### config.mk
export PLATFORM = sky130hd
export DESIGN_NAME = binary_to_bcd
export DESIGN_NICKNAME = d
export VERILOG_FILES = /design/src/rtl/binary_to_bcd.sv
export SDC_FILE = /design/constraint.sdc
export NUM_CORES = 1
export LEC_CHECK = 0
export CORE_MARGIN = 2
export CORE_UTILIZATION = 53
export CTS_CLUSTER_DIAMETER = 120
export DETAILED_ROUTE_END_ITERATION = 10
export GPL_TIMING_DRIVEN = 1
export PLACE_DENSITY = 0.8
export SLEW_MARGIN = 20
export SYNTH_ARGS = -nofsm -noshare
export SYNTH_HDL_FRONTEND = slang
export SYNTH_SLANG_ARGS = --single-unit
### constraint.sdc
create_clock -name clk -period 0.8 [get_ports clk]
set_input_delay 0.08 -clock clk [delete_from_list [all_inputs] [get_ports clk]]
set_output_delay 0.08 -clock clk [all_outputs]
set_load 0.005 [all_outputs]
### src/rtl/binary_to_bcd.sv
// binary_to_bcd: registered unsigned-binary to packed-BCD converter.
// A fully unrolled shift-add-3 (double-dabble) network feeds one output register.
// Digit k of the result sits in b[4k+3:4k]; k=0 is the units digit.
// Optional feature macro: BINARY_TO_BCD_HANDSHAKE_EN adds in_valid/out_valid.
//   Defined  : b loads only when in_valid=1, out_valid follows in_valid by one edge.
//   Undefined: b loads the conversion of a on every rising edge.
module binary_to_bcd #(
   parameter int WIDTH  = 8,
   parameter int DIGITS = 3
) (
   input  logic                clk,
   input  logic                rst_n,
`ifdef BINARY_TO_BCD_HANDSHAKE_EN
   input  logic                in_valid,
   output logic                out_valid,
`endif
   input  logic [WIDTH-1:0]    a,
   output logic [4*DIGITS-1:0] b
);

   localparam int BW = 4 * DIGITS;

   logic [BW-1:0] bcd_s;

   // Double-dabble: before each shift, every nibble holding 5..9 gets +3 so
   // the following shift carries correctly into the next decimal digit.
   // DIGITS is sized so the top bit shifted out of the accumulator is always 0.
   function automatic logic [BW-1:0] double_dabble(input logic [WIDTH-1:0] bin);
      logic [BW-1:0] acc;
      acc = {BW{1'b0}};
      for (int i = WIDTH - 1; i >= 0; i--) begin
         for (int k = 0; k < DIGITS; k++) begin
            if (acc[4*k +: 4] >= 4'd5) begin
               acc[4*k +: 4] = acc[4*k +: 4] + 4'd3;
            end else begin
               acc[4*k +: 4] = acc[4*k +: 4];
            end
         end
         acc = {acc[BW-2:0], bin[i]};
      end
      return acc;
   endfunction

   // Combinational conversion of the current input value.
   always_comb begin
      bcd_s = double_dabble(a);
   end

`ifdef BINARY_TO_BCD_HANDSHAKE_EN
   // Output register: loads on in_valid, holds otherwise; out_valid tracks in_valid.
   always_ff @(posedge clk or negedge rst_n) begin
      if (!rst_n) begin
         b         <= {BW{1'b0}};
         out_valid <= 1'b0;
      end else begin
         if (in_valid) begin
            b <= bcd_s;
         end else begin
            b <= b;
         end
         out_valid <= in_valid;
      end
   end
`else
   // Output register: loads the conversion of a on every rising edge.
   always_ff @(posedge clk or negedge rst_n) begin
      if (!rst_n) begin
         b <= {BW{1'b0}};
      end else begin
         b <= bcd_s;
      end
   end
`endif

endmodule

==> impl_summary.log, run 1 <==
INFO  metric synth_compound_area_share = 31.9%
INFO  metric async_flop_share = 100%
INFO  metric numPlacedInstances = 249
INFO  metric synth-simple-area-share = 21.5%
INFO  metric numCtsBuffers = 3
INFO  metric postCtsSetupRepairBufs = 21
INFO  metric run_status = aborted with a tool error
INFO  metric post_cts_hold_buffer_count = 0
INFO  metric avgSynthCellArea = 8.25 µm²
INFO  metric synth_top_cell_by_area = sky130_fd_sc_hd__dfrtp_1
INFO  metric cts-resized-gates = 89
INFO  metric post_synth_fa_ha_maj_area_fraction = 9.78%
INFO  metric routabilityCongestion = 0.998
INFO  metric synth_ff_type = sky130_fd_sc_hd__dfrtp_1
INFO  metric synth_common_cells = sky130_fd_sc_hd__nor2_1, sky130_fd_sc_hd__a21oi_1, sky130_fd_sc_hd__inv_1, sky130_fd_sc_hd__o21ai_0
INFO  metric netlist-cell-type-count = 65
INFO  metric yosys.area.top_type_share = 19.6%
INFO  metric count_of_mapped_cells_out_of_synthesis = 155
INFO  metric synth_edf_count = 0
INFO  metric synth-warning-count = 0
INFO  metric muxShareOfSynthArea = 7.34%
INFO  metric placement_rows = 17
INFO  metric htree_num_levels = 1
INFO  metric cts_max_path_buffers = 2
INFO  metric yosys.cell_count.top_type = sky130_fd_sc_hd__nor2_1
INFO  metric count_of_input_and_output_buffers = 19
INFO  metric failed_stage = 4_1_cts
INFO  metric post_synth_main_area_contributors = sky130_fd_sc_hd__dfrtp_1, sky130_fd_sc_hd__ha_1, sky130_fd_sc_hd__nor2_1
INFO  metric num_io_pins = 22
INFO  metric die_y = 53.1 µm
INFO  metric detailedPlace.worstSlack = -3.94 ns
INFO  metric clock_tree.root_cell = sky130_fd_sc_hd__clkbuf_4
INFO  metric chipWidth = 53.1 µm
INFO  metric initial_cell_density_of_the_core = 56.7%
INFO  metric estimated_wirelength_of_the_detail_placed_design = 3490 µm
INFO  metric synthXorXnorAreaFrac = 3.33%
INFO  metric yosys_register_bits = 10
INFO  metric combinational_family_with_the_most_area_after_synthesis = compound AO/OA/AOI/OAI gates
INFO  metric cts_num_sinks = 10
INFO  metric mappedNetlistArea = 1280 µm²
INFO  metric yosysSeqAreaShare = 19.6%
INFO  metric first-error = [ERROR DPL-0033] detailed placement checks failed during check placement.
## cell families after synthesis
group,Yosys count
AO/OA/AOI/OAI,55
AND/OR/NAND/NOR,50
buffers and inverters,17
adder cells (fa/ha/maj),10
flip-flops,10
multiplexers,8
XOR/XNOR,4
other,1
## through the flow
| step | hold WS [ns] | cell area (µm²) |
|---|---|---|
| after floorplan | -0.216 | 1360 |
| after global placement | 0.379 | 1930 |
| after detailed placement | 0.377 | 1930 |
==> run 2, diff against run 1 <==
--- a/config.mk
+++ b/config.mk
@@ -5,12 +5,11 @@
 export SDC_FILE = /design/constraint.sdc
 export NUM_CORES = 1
 export LEC_CHECK = 0
-export CORE_MARGIN = 2
-export CORE_UTILIZATION = 53
-export CTS_CLUSTER_DIAMETER = 120
+export CORE_AREA = 2 2 63 65
 export DETAILED_ROUTE_END_ITERATION = 10
+export DIE_AREA = 0 0 65 67
 export GPL_TIMING_DRIVEN = 1
-export PLACE_DENSITY = 0.8
+export PLACE_DENSITY_LB_ADDON = 0.15
 export SLEW_MARGIN = 20
 export SYNTH_ARGS = -nofsm -noshare
 export SYNTH_HDL_FRONTEND = slang
==> impl_summary.log, run 2 <==
INFO  metric layout.area.seq = 250 µm²
INFO  metric worst_setup_sp_type = input pin
INFO  metric cts_num_sinks = 10 (unchanged)
INFO  metric path_max_fanout = 3
INFO  metric hp-class = in2async
INFO  metric final_core_utilization = 64.3%
INFO  metric grt_setup_unrepaired = true
INFO  metric grtUsageMet1 = 22.0%
INFO  metric critPathArrivalTime = 3.93 ns
INFO  metric min_period = 3.82 ns
INFO  metric seq_power_share = 16.4%
INFO  metric nFillCells = 304
INFO  metric grt_first_pass_wirelength = 6620 µm
INFO  metric report.final.slew_viol_count = 0
INFO  metric post_route_cells_drive_above_1_share = 60.3%
INFO  metric synth_common_cells = sky130_fd_sc_hd__nor2_1, sky130_fd_sc_hd__a21oi_1, sky130_fd_sc_hd__inv_1, sky130_fd_sc_hd__o21ai_0
INFO  metric overflow = 0
INFO  metric design_area = 2320 µm²
INFO  metric run_status = finished with violations
INFO  metric synth_ff_type = sky130_fd_sc_hd__dfrtp_1
INFO  metric area_growth_syn_to_layout = 81.2%
INFO  metric clkTransAtPathRegs = 0.04 ns
INFO  metric numCtsBuffers = 3 (unchanged)
INFO  metric cts_max_path_buffers = 2 (unchanged)
INFO  metric power_density = 1910 nW/µm²
INFO  metric mappedNetlistArea = 1280 µm² (unchanged)
INFO  metric worstSetupEndpointType = flip-flop
INFO  metric ant_nets = 0
INFO  metric filler_free_cell_count_of_the_finished_design = 290
INFO  metric grt_busiest_layer = met2
INFO  metric globalRouteTotalUtil = 19.1%
INFO  metric avgSynthCellArea = 8.25 µm² (unchanged)
INFO  metric synth-warning-count = 0 (unchanged)
INFO  metric firstDrtPassIters = 4
INFO  metric avgRoutedWirePerCell = 13.4 µm
INFO  metric estimated_wirelength_of_the_detail_placed_design = 2830 µm (-19%)
INFO  metric chipWidth = 65 µm (+22%)
INFO  metric worst_slack = -3.02 ns
INFO  metric placement_rows = 22 (+5)
INFO  metric yosys.cell_count.top_type = sky130_fd_sc_hd__nor2_1
INFO  metric clock_tree.root_cell = sky130_fd_sc_hd__clkbuf_8
INFO  metric die_y = 67 µm (+26%)
INFO  metric grt.met2_usage = 37.4%
INFO  metric crit_type = in2reg
INFO  metric post_detailed_routing_wire_length = 3880 µm
INFO  metric htree_num_levels = 1 (unchanged)
INFO  metric count_of_mapped_cells_out_of_synthesis = 155 (unchanged)
INFO  metric most-common-layout-cells = sky130_fd_sc_hd__buf_4, sky130_fd_sc_hd__nor2_1, sky130_fd_sc_hd__dfrtp_1, sky130_fd_sc_hd__buf_2
INFO  metric synth_edf_count = 0 (unchanged)
INFO  metric max_cap_viol_count = 0
INFO  metric totalNegativeSetupSlack = -25.72 ns
INFO  metric initial_cell_density_of_the_core = 35.5% (-21 points)
INFO  metric num_io_pins = 22 (unchanged)
INFO  metric routabilityCongestion = 0.938 (-6.0%)
INFO  metric dr_total_vias = 1,490
INFO  metric grt_max_degree = 12
INFO  metric postPlaceCellArea = 1980 µm² (+2.5%)
INFO  metric vdd.ir_drop.worst = 0.813 mV
INFO  metric power_switching = 1.69 mW
INFO  metric yosysSeqAreaShare = 19.6% (unchanged)
INFO  metric cts_tree = yes
INFO  metric mostFrequentLayoutCell = sky130_fd_sc_hd__buf_4
INFO  metric detailedPlace.worstSlack = -3.79 ns (+0.151 ns)
INFO  metric biggestRegsByFlops = b: 10 flops
INFO  metric netlist-cell-type-count = 65 (unchanged)
INFO  metric final_min_period_over_clock_period = 478%
INFO  metric final_net_count = 264
INFO  metric internal_power = 2.75 mW
INFO  metric yosys.area.top_type_share = 19.6% (unchanged)
INFO  metric multi_input_comb_area = 1220 µm²
INFO  metric largest_register = b
INFO  metric synth_top_cell_by_area = sky130_fd_sc_hd__dfrtp_1
INFO  metric total_leakage_power = 1.02 nW
INFO  metric failed_checks = setup timing
INFO  metric post_synth_main_area_contributors = sky130_fd_sc_hd__dfrtp_1, sky130_fd_sc_hd__ha_1, sky130_fd_sc_hd__nor2_1
INFO  metric count_of_input_and_output_buffers = 19 (unchanged)
INFO  metric hold_violations = 0
INFO  metric power.share.switching = 38.0%
INFO  metric antenna_diode_count = 0
INFO  metric largest_reg_flops = 10
INFO  metric fmax = 262 MHz
INFO  metric fp.dieArea = 4360 µm²
INFO  metric power.share.clock = 11.0%
INFO  metric timing.final.setup_violations = 9
INFO  metric yosys_register_bits = 10 (unchanged)
INFO  metric vias_per_cell = 5.14
INFO  metric final_total_pwr = 4.44 mW
INFO  metric core-area = 3610 µm²
INFO  metric number_of_antenna_violations_at_the_first_check_in_global_routing = 0
INFO  metric numPlacedInstances = 272 (+9.2%)
INFO  metric drt_iter0_drc = 43
INFO  metric final.hold.worst_slack = 0.175 ns
INFO  metric detail_route.drc_violations = 0
INFO  metric async_flop_share = 100% (unchanged)
INFO  metric worst-endpoint-required = 0.91 ns
INFO  metric grt_pass1_vias = 1,524
INFO  metric groute.layer.met3.usage = 2.03%
INFO  metric comb_power_share = 72.6%
==> run 2: kinds of logic (layout without fill, tap and decap cells) <==
group / after synthesis / in the layout / synth area share, %
adders and majority gates: 10 / 10 / 9.78
xor gates and xnor gates: 4 / 4 / 3.33
buffers and inverters: 17 / 103 / 6.26
muxes: 8 / 8 / 7.34
other: 1 / 2 / 0.293
and+or+nand+nor: 50 / 50 / 21.5
DFF: 10 / 10 / 19.6
AOI/OAI and AO/OA: 55 / 55 / 31.9
==> run 2: metal layers <==
metal,vias up,share of wire [%]
met1,699,43
met3,8,2.6
met2,29,53
met4,0,1.4
li1,754,-
met5,-,0
==> run 2: area by class of cell <==
class | count | area share, %
clock buffer | 3 | 1.78
inverter | 11 | 2.16
multi-input combinational | 129 | 52.6
sequential | 10 | 10.8
tap | 48 | 2.59
timing repair buffer | 89 | 30.1
==> run 2: worst max path at each step <==
stage	depth (start not counted)	from	to	slack (ns)
global route	21	a[5]	b[7]	-3.21
finish	21	a[5]	b[7]	-3.02
detailed placement	21	a[5]	b[3]	-3.79
global placement	26	a[5]	b[5]	-3.70
CTS	21	a[5]	b[3]	-3.04
floorplan	25	a[5]	b[7]	-3.14
==> run 2: worst max-delay path: stages <==
cell and delay, ns:
sky130_fd_sc_hd__buf_8 0.10, sky130_fd_sc_hd__clkinvlp_4 0.07, sky130_fd_sc_hd__ha_4 0.14, sky130_fd_sc_hd__inv_4 0.03, sky130_fd_sc_hd__ha_4 0.16, sky130_fd_sc_hd__a21oi_4 0.15
sky130_fd_sc_hd__xnor2_2 0.16, sky130_fd_sc_hd__ha_2 0.20, sky130_fd_sc_hd__and2b_2 0.24, sky130_fd_sc_hd__or4_4 0.43, sky130_fd_sc_hd__o2111ai_4 0.12, sky130_fd_sc_hd__ha_4 0.21
sky130_fd_sc_hd__or3b_1 0.36, sky130_fd_sc_hd__mux2i_2 0.21, sky130_fd_sc_hd__o31ai_2 0.12, sky130_fd_sc_hd__buf_4 0.15, sky130_fd_sc_hd__a21oi_4 0.17, sky130_fd_sc_hd__o32ai_4 0.13
sky130_fd_sc_hd__xnor2_2 0.16, sky130_fd_sc_hd__nor2_1 0.17, sky130_fd_sc_hd__mux2_4 0.31
==> run 2: timing repair <==
item,CTS,global route
pin swaps,14,19
buffers inserted,10,6
endpoints found under the setup margin,19,16
hold buffers,0,0
gates resized for setup,85,17
==> run 2: power by group through the flow <==
| stage | clock network (mW) | registers [mW] | logic, mW |
|---|---|---|---|
| 3_5_place_dp | 0 | 0.749 | 2.59 |
| 3_3_place_gp | 0 | 0.742 | 2.53 |
| 4_1_cts | 0.501 | 0.734 | 2.88 |
| 2_1_floorplan | 0 | 0.768 | 1.37 |
| 6_report | 0.488 | 0.730 | 3.22 |
| 5_1_grt | 0.528 | 0.750 | 3.50 |
Note: power is estimated with default switching activity, not from simulation.
==> run 3, diff against run 2 <==
--- a/config.mk
+++ b/config.mk
@@ -5,6 +5,7 @@
 export SDC_FILE = /design/constraint.sdc
 export NUM_CORES = 1
 export LEC_CHECK = 0
+export ABC_AREA = 1
 export CORE_AREA = 2 2 63 65
 export DETAILED_ROUTE_END_ITERATION = 10
 export DIE_AREA = 0 0 65 67
==> impl_summary.log, run 3 <==
INFO  metric critPathArrivalTime = 3.24 ns (-0.69 ns)
INFO  metric clkTransAtPathRegs = 0.04 ns (about the same)
INFO  metric globalRouteTotalUtil = 13.3% (-5.8 points)
INFO  metric muxShareOfSynthArea = 0% (-7.3 points)
INFO  metric wl_met2 = 1690 µm (-18%)
INFO  metric mostFrequentLayoutCell = sky130_fd_sc_hd__buf_4
INFO  metric drt_iter0_drc = 17 (-60%)
INFO  metric synth-warning-count = 0 (unchanged)
INFO  metric grt_setup_unrepaired = true
INFO  metric worst_slack = -2.33 ns (+0.694 ns)
INFO  metric htree_num_levels = 1 (unchanged)
INFO  metric worst-endpoint-required = 0.91 ns (about the same)
INFO  metric combinational_family_with_the_most_area_after_synthesis = simple AND/OR/NAND/NOR gates
INFO  metric synth_ff_type = sky130_fd_sc_hd__dfrtp_1
INFO  metric path_max_fanout = 3 (unchanged)
INFO  metric total_leakage_power = 1.10 nW (+7.9%)
INFO  metric largest_register = b
INFO  metric worst_setup_sp_type = input pin
INFO  metric die_y = 67 µm (unchanged)
INFO  metric numCtsBuffers = 3 (unchanged)
INFO  metric worst_path_largest_cell_delay = 0.22 ns (-0.21 ns)
INFO  metric worst_path_max_delay_cell = sky130_fd_sc_hd__or2_1
INFO  metric mappedNetlistArea = 1050 µm² (-18%)
INFO  metric most-common-layout-cells = sky130_fd_sc_hd__buf_4, sky130_fd_sc_hd__nand2_1, sky130_fd_sc_hd__nand2_4
INFO  metric run_status = finished with violations
INFO  metric power.share.switching = 41.0% (+3.0 points)
INFO  metric comb_power_share = 70.3% (-2.3 points)
INFO  metric area_growth_syn_to_layout = 101%
INFO  metric antenna_diode_count = 0 (unchanged)
INFO  metric yosysSeqAreaShare = 23.8% (+4.2 points)
INFO  metric fmax = 320 MHz (+22%)
INFO  metric dr_total_vias = 1,218 (-18%)
INFO  metric report.final.slew_viol_count = 0 (unchanged)
INFO  metric netlist-cell-type-count = 25 (-62%)
INFO  metric layout.area.seq = 250 µm² (unchanged)
INFO  metric wl_met3 = 72 µm (-27%)
INFO  metric critPathMostFrequentCell = sky130_fd_sc_hd__nand2_4
INFO  metric largest_reg_flops = 10 (unchanged)
INFO  metric numPlacedInstances = 253 (-7.0%)
INFO  metric core-area = 3610 µm² (unchanged)
INFO  metric detail_route.drc_violations = 0 (unchanged)
INFO  metric count_of_mapped_cells_out_of_synthesis = 150 (-3.2%)
INFO  metric final_min_period_over_clock_period = 391% (-87 points)
INFO  metric synth_compound_area_share = 8.20% (-24 points)
INFO  metric cts_tree = yes
INFO  metric post_detailed_routing_wire_length = 2830 µm (-27%)
INFO  metric ant_nets = 0 (unchanged)
INFO  metric fp.dieArea = 4360 µm² (unchanged)
INFO  metric failed_checks = setup timing
INFO  metric filler_free_cell_count_of_the_finished_design = 278 (-4.1%)
INFO  metric multi_input_comb_area = 1040 µm² (-15%)
INFO  metric hold_violations = 0 (unchanged)
INFO  metric cts_max_path_buffers = 2 (unchanged)
INFO  metric worstSetupEndpointType = flip-flop
INFO  metric power_density = 1960 nW/µm² (+2.2%)
INFO  metric hp-class = in2async
INFO  metric post_synth_fa_ha_maj_area_fraction = 11.9% (+2.1 points)
INFO  metric worst_setup_path_startpoint = a[6]
INFO  metric timing.final.setup_violations = 9 (unchanged)
INFO  metric grt_first_pass_wirelength = 4580 µm (-31%)
INFO  metric yosys_register_bits = 10 (unchanged)
INFO  metric initial_cell_density_of_the_core = 29.2% (-6.3 points)
INFO  metric synth-simple-area-share = 41.1% (+20 points)
INFO  metric crit_end = b[7]
INFO  metric number_of_antenna_violations_at_the_first_check_in_global_routing = 0 (unchanged)
INFO  metric internal_power = 2.44 mW (-11%)
INFO  metric vias_per_cell = 4.38 (-15%)
INFO  metric overflow = 0 (unchanged)
INFO  metric synth_edf_count = 0 (unchanged)
INFO  metric firstDrtPassIters = 4 (unchanged)
INFO  metric seq_power_share = 17.9% (+1.5 points)
INFO  metric synthXorXnorAreaFrac = 3.21% (-0.12 points)
INFO  metric cts_num_sinks = 10 (unchanged)
INFO  metric biggestRegsByFlops = b: 10 flops
INFO  metric avgRoutedWirePerCell = 10.2 µm (-24%)
INFO  metric num_io_pins = 22 (unchanged)
INFO  metric routabilityCongestion = 0.766 (-18%)
INFO  metric avgSynthCellArea = 7.02 µm² (-15%)
INFO  metric grt_pass1_vias = 1,149 (-25%)
INFO  metric async_flop_share = 100% (unchanged)
INFO  metric power_switching = 1.70 mW (+0.59%)
INFO  metric nFillCells = 331 (+8.9%)
INFO  metric grt_max_degree = 11 (-1)
INFO  metric yosys.cell_count.top_type = sky130_fd_sc_hd__nand2_1
INFO  metric chipWidth = 65 µm (unchanged)
INFO  metric final_net_count = 252 (-4.5%)
INFO  metric vdd.ir_drop.worst = 0.678 mV (-17%)
INFO  metric topmost_layer_with_routed_signal_wires = met4
INFO  metric max_cap_viol_count = 0 (unchanged)
INFO  metric yosys.area.top_type_share = 23.8% (+4.2 points)
INFO  metric power.share.clock = 11.7% (+0.7 points)
INFO  metric met1_length = 1060 µm (-36%)
INFO  metric clock_tree.root_cell = sky130_fd_sc_hd__clkbuf_8
INFO  metric post_route_cells_drive_above_1_share = 68.3% (+7.9 points)
INFO  metric estimated_wirelength_of_the_detail_placed_design = 2010 µm (-29%)
INFO  metric final.hold.worst_slack = 0.148 ns (-0.0266 ns)
INFO  metric synth_common_cells = sky130_fd_sc_hd__nand2_1, sky130_fd_sc_hd__inv_1, sky130_fd_sc_hd__nand3_1, sky130_fd_sc_hd__dfrtp_1, sky130_fd_sc_hd__ha_1
INFO  metric post_synth_main_area_contributors = sky130_fd_sc_hd__dfrtp_1, sky130_fd_sc_hd__nand2_1, sky130_fd_sc_hd__ha_1
INFO  metric totalNegativeSetupSlack = -19.59 ns (+6.13 ns)
INFO  metric count_of_input_and_output_buffers = 19 (unchanged)
INFO  metric synth_top_cell_by_area = sky130_fd_sc_hd__dfrtp_1
INFO  metric min_period = 3.13 ns (-0.694 ns)
INFO  metric crit_type = in2reg
INFO  metric placement_rows = 22 (unchanged)
run 3: cell types whose count changed in the layout (fill, tap and decap cells not counted), moves of 4 or more:
cell                      delta
sky130_fd_sc_hd__nand3_4     +6
sky130_fd_sc_hd__buf_4       -6
sky130_fd_sc_hd__nor2_1     -13
sky130_fd_sc_hd__buf_6       -5
sky130_fd_sc_hd__inv_1       +4
sky130_fd_sc_hd__a21oi_2     -5
sky130_fd_sc_hd__nand2_4    +16
sky130_fd_sc_hd__nand3_2     +8
sky130_fd_sc_hd__nand2_2    +12
sky130_fd_sc_hd__o21ai_0     -8
sky130_fd_sc_hd__nand2_1    +25
sky130_fd_sc_hd__inv_2      +12
run 3: logic make-up (layout without fill, tap and decap cells):
logic type               count (synthesis)  count (layout)
buffers and inverters                   30             109
adder cells (fa/ha/maj)                 10              10
AND/OR/NAND/NOR                         83              83
XOR/XNOR                                 3               3
AO/OA/AOI/OAI                           13              13
other                                    1               2
flip-flops                              10              10
run 3: what timing repair did:
action / 4_1_cts / 5_1_grt
resized for setup: 72 / 48
hold buffers: 0 / 0
pin swaps: 20 / 30
buffers inserted: 20 / 7
endpoints found under the hold margin: 0 / 0
endpoints found under the setup margin: 19 / 17
run 3: worst min path at each step:
stage                from   end  slack [ns]  cells after the start
floorplan           rst_n  b[0]       -0.22                      0
global placement    rst_n  b[7]        0.38                      2
detailed placement  rst_n  b[5]        0.38                      2
CTS                 rst_n  b[8]        0.15                      2
global route        rst_n  b[5]        0.16                      2
finish              rst_n  b[5]        0.15                      2
run 3: power groups by stage:
stage / combinational, mW / sequential [mW] / clock [mW]
after global routing: 3.20 / 0.771 / 0.532
final: 2.91 / 0.741 / 0.485
after floorplan: 1.24 / 0.791 / 0
after detailed placement: 2.26 / 0.760 / 0
after global placement: 2.20 / 0.754 / 0
after CTS: 2.43 / 0.744 / 0.499
run 3: final cells by class:
type	instances	area share, %
flip-flops and latches	10	11.8
clock buffers	3	1.95
repair buffers	78	28.2
multi-input cells	111	49.0
well taps	48	2.84
inverters	28	6.10
run 3: layer usage:
metal / vias to the layer above / GRT usage [%]
met3: 2 / 1.18
met2: 16 / 26.8
met4: 0 / 5.32
met1: 574 / 14.0
met5: - / 0
li1: 626 / -
run 3: worst max-delay path, delay by kind of cell:
family | cells | cell delay [ns]
xor+xnor | 1 | 0.16
simple gates | 14 | 1.11
buf+inv | 12 | 1.11
compound gates | 1 | 0.15
fa+ha+maj | 4 | 0.61
run 3: stage by stage:
| step | area [µm²] | setup WS [ns] | utilization, % | power, mW |
|---|---|---|---|---|
| finish | 2110 | -2.33 | 58.6 | 4.14 |
| global route | 2110 | -2.50 | 58.6 | 4.51 |
| CTS | 1900 | -2.53 | 52.8 | 3.68 |
| detailed placement | 1680 | -3.22 | 46.7 | 3.02 |
| global placement | 1680 | -3.14 | 46.7 | 2.96 |
| floorplan | 1170 | -2.48 | - | 2.03 |
==> patch (settings of run 3) <==
The option `BINARY_TO_BCD_HANDSHAKE_EN` is turned on by a define.
--- a/src/rtl/binary_to_bcd.sv
+++ b/src/rtl/binary_to_bcd.sv
@@ -6,2 +6,4 @@
 //   Undefined: b loads the conversion of a on every rising edge.
+`define BINARY_TO_BCD_HANDSHAKE_EN
+
 module binary_to_bcd #(
Ports: changed (added in_valid and out_valid); port bits go from 22 to 24. No check against the original RTL was run, so the function may have changed too.
==> patch against run 3 <==
The flow still finishes with violations (negative setup slack). Critical endpoint is now b[5]. Sequential cell count is 1 higher. Cell area is 5.7% higher. Power is 4.9% higher. Maximum frequency is 4.0% lower. Clock power is 13% higher. Die area stayed put. Sequential power is 9.0% higher. Critical path type unchanged. Wire length is 13% higher. Setup slack worse by 0.13 ns. Synthesized area is 14% higher.
==> patch: results (changes against run 3) <==
stage,metric,value,unit,change
outcome,outcome,finished with violations,,
outcome,failing checks,negative setup slack,,
final_layout,Area Growth Syn to Fin,85.9,%,
yosys,post-synth cell types,28,,+12%
sta,worst setup margin,-2.46,ns,-0.131 ns
grt,global routing usage on met3,2.70,%,+1.5 points
final_layout,final sequential cell count,11,,+1
yosys,XOR/XNOR share of the synthesized area,2.08,%,-1.1 points
final_layout,ClkCell Share,2.02,%,+0.063 points
worst_setup_path,Worst Path Arrival,3.39,ns,+0.15 ns
yosys,synth cell count leaders,"53 x nand2_1, 19 x inv_1, 17 x nand3_1",,
grt,Tot GR Track Use,15.8,%,+2.5 points
power,clock-net power,0.548,mW,+13%
final_layout,biggest registers after layout,"b x10, out_valid x1",,
power,Int Power,2.58,mW,+5.8%
place,Port Buf Inserts,21,,+2
final_layout,sequential cell area share,12.3,%,+0.48 points
yosys,adder-cell share of the synthesized area,10.4,%,-1.5 points
final_layout,#MultiIn Comb,134,,+21%
place,placed cell area,0.00190,sq mm,+13%
detailed_routing,Met2 Routed Length,1.83,mm,+7.9%
power,Seq pwr share,18.6,%,+0.7 points
sta,final setup fails,19,,+10
final_layout,fill cell count,314,,-5.1%
final_layout,CLK BUF,4,,+1
grt,first-pass GRT wire length,5.61,mm,+22%
sta,setup TNS,-20.80,ns,-1.21 ns
final_layout,Non-Clock Buffer Area Fraction,30.6,%,+2.3 points
power,clock power share,12.6,%,+0.9 points
grt,met2 Use GR,32.1,%,+5.3 points
detailed_routing,met3 WL post-DR,80,um,+11%
final_layout,Signal buffers,89,,+14%
final_layout,Layout Nets,283,,+12%
place,worst setup slack after placement,-3.26,ns,-0.0370 ns
final_layout,post-layout util,61.9,%,+3.3 points
yosys,synth top area cells,"dfrtp_1 23%, nand2_1 17%, ha_1 10%, nand2_4 7.5%, nand3_1 7.1%",,
power,Leak Pwr,1.18,nW,+7.0%
place,Detail Placement HPWL,2.35,mm,+17%
detailed_routing,initial drt markers,53,,+36
detailed_routing,Vias,1390,,+14%
worst_setup_path,Worst Setup SP,a[5],,
detailed_routing,Max Used Layer,met3,,
yosys,sequential share of the synthesized area,22.9,%,-0.86 points
## patch: how the worst min path moves through the flow
stage	startpoint	end	slack, ns	cells after the start
after global placement	rst_n	b[7]	0.39	2
after CTS	rst_n	b[3]	0.15	2
after global routing	rst_n	b[6]	0.16	2
final	rst_n	b[5]	0.14	2
after detailed placement	rst_n	b[6]	0.39	2
after floorplan	rst_n	b[0]	-0.22	0
## patch: repair_timing
item | in CTS | in global routing
setup buffers | 15 | 9
resized for setup | 77 | 25
pin swaps | 23 | 24
endpoints found under the setup margin | 20 | 21
## patch: cells by family after synthesis
kind of cell / Yosys count
AOI/OAI and AO/OA: 18
DFF: 11
buffers and inverters: 27
adders and majority gates: 10
other: 1
xor gates and xnor gates: 2
and+or+nand+nor: 102
## patch: critical path, delay by kind of cell
family | cells | cell delay (ns)
adder cells (fa/ha/maj) | 5 | 0.84
buffers and inverters | 6 | 0.44
AND/OR/NAND/NOR | 18 | 1.62
AO/OA/AOI/OAI | 1 | 0.21
XOR/XNOR | 1 | 0.16
